File: src/rtl/tetris_pkg.sv
// Shared piece types, bag size and controller state encoding.
package tetris_pkg;

    typedef logic [2:0] piece_t;

    localparam int     NUM_PIECES = 7;
    localparam piece_t INVALID_ID = 3'd7;

    typedef enum logic {
        ST_INIT = 1'b0,
        ST_RUN  = 1'b1
    } state_t;

endpackage

File: src/rtl/piece_fifo.sv
// Circular buffer of upcoming piece IDs with look-ahead of the head and
// second entry as they will stand after the current edge.
module piece_fifo #(
    parameter int DEPTH = 4
) (
    input  logic       clock,
    input  logic       resetn,
    input  logic       push,
    input  logic [2:0] din,
    input  logic       pop,
    output logic [3:0] count,
    output logic [3:0] count_next,
    output logic [2:0] head_next,
    output logic [2:0] second_next
);
    import tetris_pkg::*;

    localparam int                PTR_W = (DEPTH > 1) ? $clog2(DEPTH) : 1;
    localparam logic [PTR_W-1:0]  LAST  = PTR_W'(DEPTH - 1);

    piece_t           mem [DEPTH];
    logic [PTR_W-1:0] rd_ptr;
    logic [PTR_W-1:0] wr_ptr;
    logic [PTR_W-1:0] rd_ptr_n;

    function automatic logic [PTR_W-1:0] ptr_inc(input logic [PTR_W-1:0] p);
        return (p == LAST) ? '0 : p + PTR_W'(1);
    endfunction

    // Slot contents after this edge, including a write landing on that slot.
    function automatic piece_t peek(input logic [PTR_W-1:0] p);
        return (push && (p == wr_ptr)) ? din : mem[p];
    endfunction

    assign rd_ptr_n    = pop ? ptr_inc(rd_ptr) : rd_ptr;
    assign count_next  = count + {3'b000, push} - {3'b000, pop};
    assign head_next   = peek(rd_ptr_n);
    assign second_next = peek(ptr_inc(rd_ptr_n));

    // Storage, wrapping pointers and occupancy.
    always_ff @(posedge clock or negedge resetn) begin
        if (!resetn) begin
            rd_ptr <= '0;
            wr_ptr <= '0;
            count  <= '0;
            for (int i = 0; i < DEPTH; i++) begin
                mem[i] <= '0;
            end
        end else begin
            if (push) begin
                mem[wr_ptr] <= din;
                wr_ptr      <= ptr_inc(wr_ptr);
            end
            rd_ptr <= rd_ptr_n;
            count  <= count_next;
        end
    end

endmodule

File: src/rtl/piece_bag_queue.sv
// 7-bag piece generator: filters random IDs so each bag is a permutation,
// queues them, and presents the head and a one-entry preview.
//
//  state   | meaning
//  ST_INIT | filling the queue after reset; no piece offered, pops ignored
//  ST_RUN  | queue live; head offered while entries exist, until reset
module piece_bag_queue #(
    parameter int DEPTH      = 4,
    parameter int NUM_PIECES = tetris_pkg::NUM_PIECES
) (
    input  logic       clock,
    input  logic       resetn,
    input  logic [2:0] rnd,
    input  logic       rnd_valid,
    input  logic       pop,
    output logic [2:0] piece,
    output logic       piece_valid,
    output logic [2:0] next_piece,
    output logic [7:0] refills
);
    import tetris_pkg::*;

    localparam logic [3:0] DEPTH_C   = 4'(DEPTH);
    localparam logic [2:0] NP_C      = 3'(NUM_PIECES);
    localparam logic [7:0] FULL_MASK = 8'((1 << NUM_PIECES) - 1);

    state_t     state;
    state_t     state_n;
    logic [7:0] mask;
    logic [7:0] mask_set;
    logic       accept;
    logic       bag_done;
    logic       do_pop;
    logic [3:0] fifo_count;
    logic [3:0] fifo_count_next;
    piece_t     head_next;
    piece_t     second_next;
    logic       has_one;
    logic       has_two;

    // Fullness is judged on the occupancy at cycle start, so a pop never
    // makes room for a same-cycle push.
    assign accept   = rnd_valid && (fifo_count < DEPTH_C) && (rnd < NP_C) && !mask[rnd];
    assign mask_set = mask | (8'd1 << rnd);
    assign bag_done = accept && ((mask_set & FULL_MASK) == FULL_MASK);
    assign do_pop   = pop && piece_valid;
    assign has_one  = (fifo_count_next != 4'd0);
    assign has_two  = (fifo_count_next >= 4'd2);

    piece_fifo #(.DEPTH(DEPTH)) u_fifo (
        .clock       (clock),
        .resetn      (resetn),
        .push        (accept),
        .din         (rnd),
        .pop         (do_pop),
        .count       (fifo_count),
        .count_next  (fifo_count_next),
        .head_next   (head_next),
        .second_next (second_next)
    );

    // State register.
    always_ff @(posedge clock or negedge resetn) begin
        if (!resetn) begin
            state <= ST_INIT;
        end else begin
            state <= state_n;
        end
    end

    // Next state: leave INIT on the edge the queue becomes full.
    always_comb begin
        state_n = state;
        if ((state == ST_INIT) && (fifo_count_next == DEPTH_C)) begin
            state_n = ST_RUN;
        end
    end

    // Bag mask, refill counter and registered head/preview outputs.
    always_ff @(posedge clock or negedge resetn) begin
        if (!resetn) begin
            mask        <= '0;
            refills     <= '0;
            piece       <= '0;
            piece_valid <= 1'b0;
            next_piece  <= '0;
        end else begin
            if (bag_done) begin
                mask    <= '0;
                refills <= refills + 8'd1;
            end else if (accept) begin
                mask    <= mask_set;
            end
            piece_valid <= (state_n == ST_RUN) && has_one;
            if ((state_n == ST_RUN) && has_one) begin
                piece <= head_next;
            end
            next_piece <= has_two ? second_next : 3'd0;
        end
    end

endmodule

File: config.mk
export PLATFORM = sky130hd
export DESIGN_NAME = piece_bag_queue
export DESIGN_NICKNAME = d
export VERILOG_FILES = /design/src/rtl/tetris_pkg.sv /design/src/rtl/piece_fifo.sv /design/src/rtl/piece_bag_queue.sv
export SDC_FILE = /design/constraint.sdc
export NUM_CORES = 1
export LEC_CHECK = 0
export ABC_AREA = 1
export CAP_MARGIN = 20
export CORE_ASPECT_RATIO = 2
export CORE_MARGIN = 2
export CORE_UTILIZATION = 45
export CTS_CLUSTER_DIAMETER = 50
export DETAILED_ROUTE_END_ITERATION = 10
export PLACE_DENSITY = 0.71
export SYNTH_ARGS = -nofsm -noshare
export SYNTH_HDL_FRONTEND = slang
export SYNTH_SLANG_ARGS = --single-unit
File: constraint.sdc
create_clock -name clock -period 3.63 [get_ports clock]
set_input_delay 0.9075 -clock clock [delete_from_list [all_inputs] [get_ports clock]]
set_output_delay 0.9075 -clock clock [all_outputs]
set_load 0.03 [all_outputs]
==> PnR_summary.wiki, run 1 <==
{| class="wikitable"
! Metric !! Value
|-
| Fraction of synthesized cell area taken by the top area cell type || 0.4282
|-
| Measured slew at the worst slew-check pin || 0.4406 ns
|-
| Asr flop ratio synth || 1.000
|-
| Number of instances in the synthesized netlist || 341
|-
| Worst hold path depth || 2
|-
| Startpoint of the most critical hold path || state
|-
| Largest delay share family, worst path || buffers and inverters
|-
| Slack of the worst reg-to-reg path || 0.97 ns
|-
| Clk buf depth || 2
|-
| Inserted Diodes || 0
|-
| Total count of max-transition violations in the final report || 0
|-
| Height of the die || 110.9 microns
|-
| Sink Count || 44
|-
| Final clock period utilization by the worst path || 0.9073
|-
| Top Ports || 22
|-
| Register bit total from synthesis || 44
|-
| Run status || completed
|-
| Syn Area/Cell || 7.540 sq um
|-
| Placed Instance Area || 2873 sq um
|-
| Total number of vias || 2295
|-
| Placeable core area || 5612 sq um
|-
| Cell depth of the worst flop-to-flop path || 19
|-
| Global-route wire length before repair || 10.01 mm
|-
| Number of buffers inserted by port buffering || 21
|-
| First-pass detailed-route iteration total || 5
|-
| Hold Path End || state
|-
| Buffers plus inverters on the worst setup path || 7
|-
| Clock transition time at the flip-flop clock pins of the worst setup and hold paths || 0.06 ns
|-
| PD cells || 787.3 nW/um^2
|-
| Clock latency at the later pin of the worst-skew pair || 0.28 ns
|-
| Violation count after the first detailed-routing iteration || 140
|-
| Filler instances || 522
|-
| Clock Tree Root || sky130_fd_sc_hd__clkbuf_16
|-
| Routed wirelength normalized by instance count || 13.22 microns
|-
| Cell total after placement || 427
|-
| Class of the worst hold path || flip-flop to flip-flop
|-
| Post-CTS Hold Buffers || 0
|-
| Terminus of the critical flop-to-flop path || piece[1]
|-
| Setup clock skew after layout || 0.007404 ns
|-
| Critical setup path kind || input port to flip-flop
|-
| Finish-stage setup viols || 0
|-
| Maximum number of pins on one net before global-route repair || 45
|-
| Count of antenna-violating nets left after detailed routing || 0
|-
| Type of origin of the critical path || input port
|-
| Antenna violations before repair || 0
|-
| Slew HR || 0.7063
|-
| Final hold violations || 0
|-
| Cell leakage power || 1.600 nW
|-
| Commonest cells in the netlist || sky130_fd_sc_hd__nand2_1, sky130_fd_sc_hd__dfrtp_1, sky130_fd_sc_hd__inv_1
|-
| Number of standard cells in the layout, taps in and fillers out || 436
|-
| Unrepaired setup endpoints after global routing || no
|-
| Residual DRC count || 0
|-
| Data arrival time at the worst-slack endpoint || 3.52 ns
|-
| Cell row count || 39
|-
| Placer congestion estimate || 0.9058
|-
| Ratio of cells with drive above 1 in the final layout || 0.09600
|-
| Cell variety after synth || 27
|-
| Final Power || 2.411 mW
|-
| Clock tree from TritonCTS || yes
|-
| Setup crit end kind || flip-flop
|-
| Post-route cell area || 3062 sq um
|-
| Max VDD drop || 0.6126 mV
|-
| Max-cap violations || 0
|-
| Synth Net Count || 360
|-
| Upper clock frequency limit || 303.6 MHz
|-
| Slowest Stage Delay on Critical Path || 0.51 ns
|-
| CP most frequent cell || sky130_fd_sc_hd__inv_1
|-
| Clock H-tree levels || 2
|-
| Number of warnings printed during yosys synthesis || 0
|-
| Detailed-route wire length || 5.765 mm
|-
| CP cell instances || clkdlybuf4s50_1 -> nand2_1 -> inv_2 -> ha_1 -> inv_1 -> ha_1 -> inv_1 -> fa_1 -> inv_1 -> nor2_1 -> inv_1 -> nor2_1 -> nand3_1 -> nand2_1 -> nand2_1 -> inv_1 -> nand3_1 -> nand2_1
|-
| Largest area contributor in the netlist || sky130_fd_sc_hd__dfrtp_1
|-
| Aggregate global-route resource usage || 0.1985
|-
| Detailed Place HPWL || 4.288 mm
|-
| Most used flip-flop cell after synthesis || sky130_fd_sc_hd__dfrtp_1
|-
| Crit path max fanout || 4
|-
| Ranking of synthesized cells by area || sky130_fd_sc_hd__dfrtp_1, sky130_fd_sc_hd__nand2_1, sky130_fd_sc_hd__nand3_1, sky130_fd_sc_hd__inv_1, sky130_fd_sc_hd__ha_1
|-
| CTS Buf Count || 5
|-
| GRT Residual Overflow || 0
|-
| Slowest-stage cell, CP || sky130_fd_sc_hd__clkdlybuf4s50_1
|-
| NumNets Final || 393
|-
| Initial Utilization || 0.4582
|-
| Full die area || 6371 sq um
|-
| Vias in the first global route || 2217
|-
| Via/cell ratio || 5.264
|-
| Die extent in x || 57.45 microns
|-
| Area added between synthesis and finish || 19.08%
|-
| Final critical-path required period || 3.293 ns
|-
| Critical register-to-register path startpoint || u_fifo.count[2]
|-
| Sequential cell area fraction in the yosys report || 0.4282
|-
| Post-synth EDFFs || 0
|-
| Required time reported for the critical path endpoint || 3.85 ns
|-
| Most frequent cell after synthesis || sky130_fd_sc_hd__nand2_1
|-
| Area of the mapped netlist || 2571 sq um
|}
[metal layers]
layer | vias up | global-route usage | wire length (microns)
li1 | 1141 | - | -
met3 | 10 | 0.02800 | 186
met1 | 1084 | 0.2569 | 2471
met4 | 0 | 0.06047 | 97
met5 | - | 0 | 0
met2 | 60 | 0.3356 | 3009
[worst min-delay path, delay by kind of cell (launching register included)]
family                 cells  cell delay (ns)
DFF                        1             0.33
and+or+nand+nor            1             0.07
buffers and inverters      1             0.04
[metrics by stage]
step | hold slack, ns | worst slack (ns) | setup TNS (ns) | util
floorplan | 0.4284 | 0.3334 | 0 | -
global placement | 0.4475 | 0.03598 | 0 | 0.5119
detailed placement | 0.4557 | -0.1452 | -0.5021 | 0.5119
CTS | 0.4710 | 0.1404 | 0 | 0.5411
global route | 0.5124 | 0.04370 | 0 | 0.5456
finish | 0.4660 | 0.3367 | 0 | 0.5456
[timing repair]
| item | 4_1_cts | 5_1_grt |
|---|---|---|
| endpoints found under the hold margin | 0 | 0 |
| setup endpoints to repair | 0 | 4 |
| gates resized for setup | 0 | 3 |
| setup buffers | 0 | 0 |
[cell usage in the layout, fill, tap and decap left out]
| cell | synthesis | routed |
|---|---|---|
| sky130_fd_sc_hd__clkbuf_1 | 0 | 1 |
| sky130_fd_sc_hd__fa_1 | 1 | 1 |
| sky130_fd_sc_hd__buf_2 | 2 | 1 |
| sky130_fd_sc_hd__nand4_1 | 4 | 4 |
| sky130_fd_sc_hd__nand3b_1 | 1 | 1 |
| sky130_fd_sc_hd__ha_1 | 11 | 11 |
| sky130_fd_sc_hd__nand2_4 | 1 | 1 |
| sky130_fd_sc_hd__o21ai_2 | 1 | 1 |
| sky130_fd_sc_hd__xnor2_2 | 1 | 1 |
| sky130_fd_sc_hd__dfrtp_1 | 44 | 44 |
| sky130_fd_sc_hd__dlymetal6s2s_1 | 0 | 2 |
| sky130_fd_sc_hd__o211ai_1 | 2 | 2 |
| sky130_fd_sc_hd__clkinv_2 | 0 | 1 |
| sky130_fd_sc_hd__clkdlybuf4s50_1 | 0 | 18 |
| sky130_fd_sc_hd__xnor2_1 | 4 | 4 |
| sky130_fd_sc_hd__nand2_2 | 4 | 4 |
| sky130_fd_sc_hd__inv_2 | 2 | 3 |
| sky130_fd_sc_hd__clkbuf_16 | 0 | 5 |
| sky130_fd_sc_hd__o21a_1 | 1 | 1 |
| sky130_fd_sc_hd__bufinv_16 | 0 | 1 |
| sky130_fd_sc_hd__o21bai_1 | 1 | 1 |
| sky130_fd_sc_hd__nor2_2 | 2 | 2 |
| sky130_fd_sc_hd__buf_4 | 3 | 13 |
| sky130_fd_sc_hd__o21ai_0 | 19 | 19 |
| sky130_fd_sc_hd__nand3_1 | 37 | 37 |
| sky130_fd_sc_hd__nor2_4 | 2 | 2 |
| sky130_fd_sc_hd__inv_1 | 39 | 38 |
| sky130_fd_sc_hd__a21oi_1 | 10 | 10 |
| sky130_fd_sc_hd__nand2_1 | 120 | 120 |
| sky130_fd_sc_hd__buf_12 | 0 | 1 |
| sky130_fd_sc_hd__nor2_1 | 21 | 21 |
| sky130_fd_sc_hd__xor2_1 | 2 | 2 |
| sky130_fd_sc_hd__o21ai_1 | 2 | 2 |
[kinds of logic (layout without fill, tap and decap cells)]
family	Yosys count	count (layout)	synth area share
simple gates	192	192	0.3182
buf+inv	50	84	0.09002
flops	44	44	0.4282
compound gates	36	36	0.07543
fa+ha+maj	12	12	0.06131
xor+xnor	7	7	0.02677
[final cells by class]
| class | count | area, sq um | area share |
|---|---|---|---|
| multi-input cells | 247 | 1239 | 0.4046 |
| flip-flops and latches | 44 | 1101 | 0.3596 |
| repair buffers | 35 | 327.8 | 0.1071 |
| inverters | 41 | 153.9 | 0.05027 |
| clock buffers | 6 | 128.9 | 0.04209 |
| well taps | 61 | 76.32 | 0.02493 |
| clock inverters | 2 | 35.03 | 0.01144 |
[flip-flops by register name (all words and copies together), names as in the netlist]
name	flops
next_piece	3
u_fifo.mem	12
u_fifo.wr_ptr	2
u_fifo.rd_ptr	2
refills	8
piece_valid	1
state	1
u_fifo.count	4
piece	3
mask	8
[power by group]
part	switching (mW)	internal, mW
combinational	0.723	0.431
clock	0.178	0.323
sequential	0.110	0.645
[how the worst max path moves through the flow]
| stage | start | endpoint | cells past startpoint |
|---|---|---|---|
| 3_3_place_gp | rnd[0] | piece[1] | 22 |
| 5_1_grt | pop | piece[1] | 18 |
| 3_5_place_dp | rnd[0] | piece[1] | 22 |
| 4_1_cts | rnd[0] | piece[1] | 22 |
| 2_1_floorplan | rnd[0] | piece[0] | 22 |
| 6_report | pop | piece[1] | 18 |
Note: power is estimated with default switching activity, not from simulation.
==> inputs of run 2 (changes only) <==
--- a/config.mk
+++ b/config.mk
@@ -12,7 +12,8 @@
 export CORE_UTILIZATION = 45
 export CTS_CLUSTER_DIAMETER = 50
 export DETAILED_ROUTE_END_ITERATION = 10
-export PLACE_DENSITY = 0.71
+export DONT_BUFFER_PORTS = 1
+export PLACE_DENSITY = 0.66
 export SYNTH_ARGS = -nofsm -noshare
 export SYNTH_HDL_FRONTEND = slang
 export SYNTH_SLANG_ARGS = --single-unit
==> run 2 against run 1 <==
  * Worst hold slack worse by 0.15 ns
  * Register-to-register slack got worse by 0.15 ns
  * Die area did not move
  * Cell count down 7.8%
  * Clock skew shrank 0.0020 ns
  * Largest cell class unchanged
  * Critical path depth down 1
  * Sequential share of layout area increased by 4.2 points
  * Fmax up 17%
  * Utilization is 5.7 points lower
  * Sequential power increased by 9.7%
==> PnR_summary.wiki, run 2 (synthesis gave the netlist of run 1 again) <==
{| class="wikitable"
! Metric !! Value
|-
| Met1 wire length || 2.446 mm (-1.0%)
|-
| Sink Count || 44 (unchanged)
|-
| Fin worst setup slack || 0.8167 ns (+0.4801 ns)
|-
| Top sig layer || met4
|-
| Commonest cells after routing, fill and taps aside || sky130_fd_sc_hd__nand2_1, sky130_fd_sc_hd__dfrtp_1, sky130_fd_sc_hd__inv_1
|-
| NumNets Final || 359 (-8.7%)
|-
| Via/cell ratio || 5.241 (-0.43%)
|-
| Post-CTS Hold Buffers || 0 (unchanged)
|-
| Routed met3 length || 185 microns (-0.54%)
|-
| Clk buf depth || 2 (unchanged)
|-
| Final critical-path required period || 2.813 ns (-0.4801 ns)
|-
| Number of standard cells in the layout, taps in and fillers out || 402 (-7.8%)
|-
| Inserted Diodes || 0 (unchanged)
|-
| Critical setup path kind || flip-flop to flip-flop
|-
| Final clock period utilization by the worst path || 0.7750 (-0.1323)
|-
| Critical Path Source || piece_valid
|-
| Required time reported for the critical path endpoint || 3.85 ns (about the same)
|-
| Placer congestion estimate || 0.8821 (-2.6%)
|-
| CP cell instances || nand2_1 -> inv_1 -> ha_1 -> inv_1 -> ha_1 -> inv_1 -> fa_1 -> inv_1 -> nor2_1 -> inv_1 -> nor2_1 -> nand3_1 -> nand2_1 -> nand2_1 -> inv_1 -> nand3_1 -> nand2_1
|-
| Cell row count || 39 (unchanged)
|-
| Worst hold margin || 0.3116 ns (-0.1544 ns)
|-
| Global-route wire length before repair || 9.715 mm (-2.9%)
|-
| # resized after CTS || 0 (unchanged)
|-
| Violation count after the first detailed-routing iteration || 149 (+6.4%)
|-
| Run status || completed
|-
| Placement-stage worst setup slack || 0.5324 ns (+0.6776 ns)
|-
| Residual DRC count || 0 (unchanged)
|-
| Aggregate global-route resource usage || 0.1924 (-0.006169)
|-
| Cell leakage power || 1.438 nW (-10%)
|-
| Critical register-to-register path startpoint || piece_valid
|-
| Cell total after placement || 394 (-7.7%)
|-
| Detailed Place HPWL || 3.996 mm (-6.8%)
|-
| Height of the die || 110.9 microns (unchanged)
|-
| First-pass detailed-route iteration total || 5 (unchanged)
|-
| Die extent in x || 57.45 microns (unchanged)
|-
| CP most frequent cell || sky130_fd_sc_hd__inv_1
|-
| Final sum of negative setup slack || 0 ns (unchanged)
|-
| Class of the worst hold path || input port to async pin
|-
| Final Power || 2.261 mW (-6.2%)
|-
| Slowest-stage cell, CP || sky130_fd_sc_hd__dfrtp_1
|-
| Full die area || 6371 sq um (unchanged)
|-
| Setup crit end kind || flip-flop
|-
| Count of antenna-violating nets left after detailed routing || 0 (unchanged)
|-
| Final hold violations || 0 (unchanged)
|-
| Largest registers || u_fifo.mem: 12 flops, mask: 8 flops, refills: 8 flops
|-
| Antenna violations before repair || 0 (unchanged)
|-
| Setup clock skew after layout || 0.005407 ns (-0.001997 ns)
|-
| Measured slew at the worst slew-check pin || 0.4482 ns (+0.007599 ns)
|-
| Clock H-tree levels || 2 (unchanged)
|-
| Filler instances || 525 (+0.57%)
|-
| Crit path max fanout || 5 (+1)
|-
| Largest register FFs || 12 (unchanged)
|-
| Total number of vias || 2107 (-8.2%)
|-
| Vias in the first global route || 2110 (-4.8%)
|-
| Number of buffers inserted by port buffering || 0 (-100%)
|-
| Max VDD drop || 0.6365 mV (+3.9%)
|-
| Ratio of cells with drive above 1 in the final layout || 0.06158 (-0.03442)
|-
| Clock Tree Root || sky130_fd_sc_hd__clkbuf_16
|-
| Top Ports || 22 (unchanged)
|-
| Slowest Stage Delay on Critical Path || 0.57 ns (+0.06 ns)
|-
| Clock tree from TritonCTS || yes
|-
| Post-CTS setup-driven buffer insertion count || 0 (unchanged)
|-
| Most common cell after layout, fill and taps aside || sky130_fd_sc_hd__nand2_1
|-
| GRT Residual Overflow || 0 (unchanged)
|-
| Area added between synthesis and finish || 6.618%
|-
| Routed wirelength normalized by instance count || 13.75 microns (+4.0%)
|-
| Placeable core area || 5612 sq um (unchanged)
|-
| PD cells || 824.9 nW/um^2 (+4.8%)
|-
| Upper clock frequency limit || 355.5 MHz (+17%)
|-
| Slew HR || 0.7012 (-0.005065)
|-
| Max-cap violations || 0 (unchanged)
|-
| Initial Utilization || 0.4582 (unchanged)
|-
| Finish-stage setup viols || 0 (unchanged)
|-
| Total count of max-transition violations in the final report || 0 (unchanged)
|-
| Clock transition time at the flip-flop clock pins of the worst setup and hold paths || 0.06 ns (about the same)
|-
| Top reg by flops || u_fifo.mem
|-
| Unrepaired setup endpoints after global routing || no
|-
| Data arrival time at the worst-slack endpoint || 3.04 ns (-0.48 ns)
|-
| Detailed-route wire length || 5.529 mm (-4.1%)
|-
| Placed Instance Area || 2577 sq um (-10%)
|-
| Wire length on met2 || 2.793 mm (-7.2%)
|-
| Final Core Density || 0.4885 (-0.05708)
|-
| CTS Buf Count || 5 (unchanged)
|-
| Clock latency at the later pin of the worst-skew pair || 0.28 ns (about the same)
|-
| Type of origin of the critical path || flip-flop
|-
| Maximum number of pins on one net before global-route repair || 45 (unchanged)
|-
| Post-route cell area || 2741 sq um (-10%)
|}
[run 2: final cells by class]
cell class | instances | area (sq um) | area share
Sequential cell | 44 | 1101 | 0.4016
Clock inverter | 2 | 35.03 | 0.01278
Inverter | 41 | 153.9 | 0.05614
Clock buffer | 6 | 128.9 | 0.04701
Tap cell | 61 | 76.32 | 0.02784
Timing Repair Buffer | 1 | 7.507 | 0.002738
Multi-Input combinational cell | 247 | 1239 | 0.4518
[run 2: worst paths after layout]
path / end / slack, ns / depth (start not counted)
setup / recovery: piece[1] / 0.82 / 17
hold / removal: u_fifo.rd_ptr[0] / 0.31 / 0
setup reg to reg: piece[1] / 0.82 / 17
hold reg to reg: state / 0.47 / 2
max in group asynchronous: mask[3] / 3.23 / 0
min in group clock: state / 0.47 / 2
[run 2: routing by layer]
metal | vias up | track usage
met4 | 0 | 0.06512
met5 | - | 0
met1 | 981 | 0.2620
li1 | 1072 | -
met2 | 47 | 0.3076
met3 | 7 | 0.02917
[run 2: worst max-delay path: cells and delay by family, from the launching register on]
| family | cells | cell delay (ns) |
|---|---|---|
| adders and majority gates | 3 | 0.88 |
| buffers and inverters | 6 | 0.48 |
| DFF | 1 | 0.57 |
| and+or+nand+nor | 8 | 0.79 |
[run 2: report_power, final]
part	internal [mW]	switching (mW)	total [mW]	leakage [nW]
combinational	0.324	0.602	0.927	0.815
sequential	0.644	0.184	0.828	0.543
clock	0.324	0.183	0.506	0.0808
total	1.29	0.969	2.26	1.44
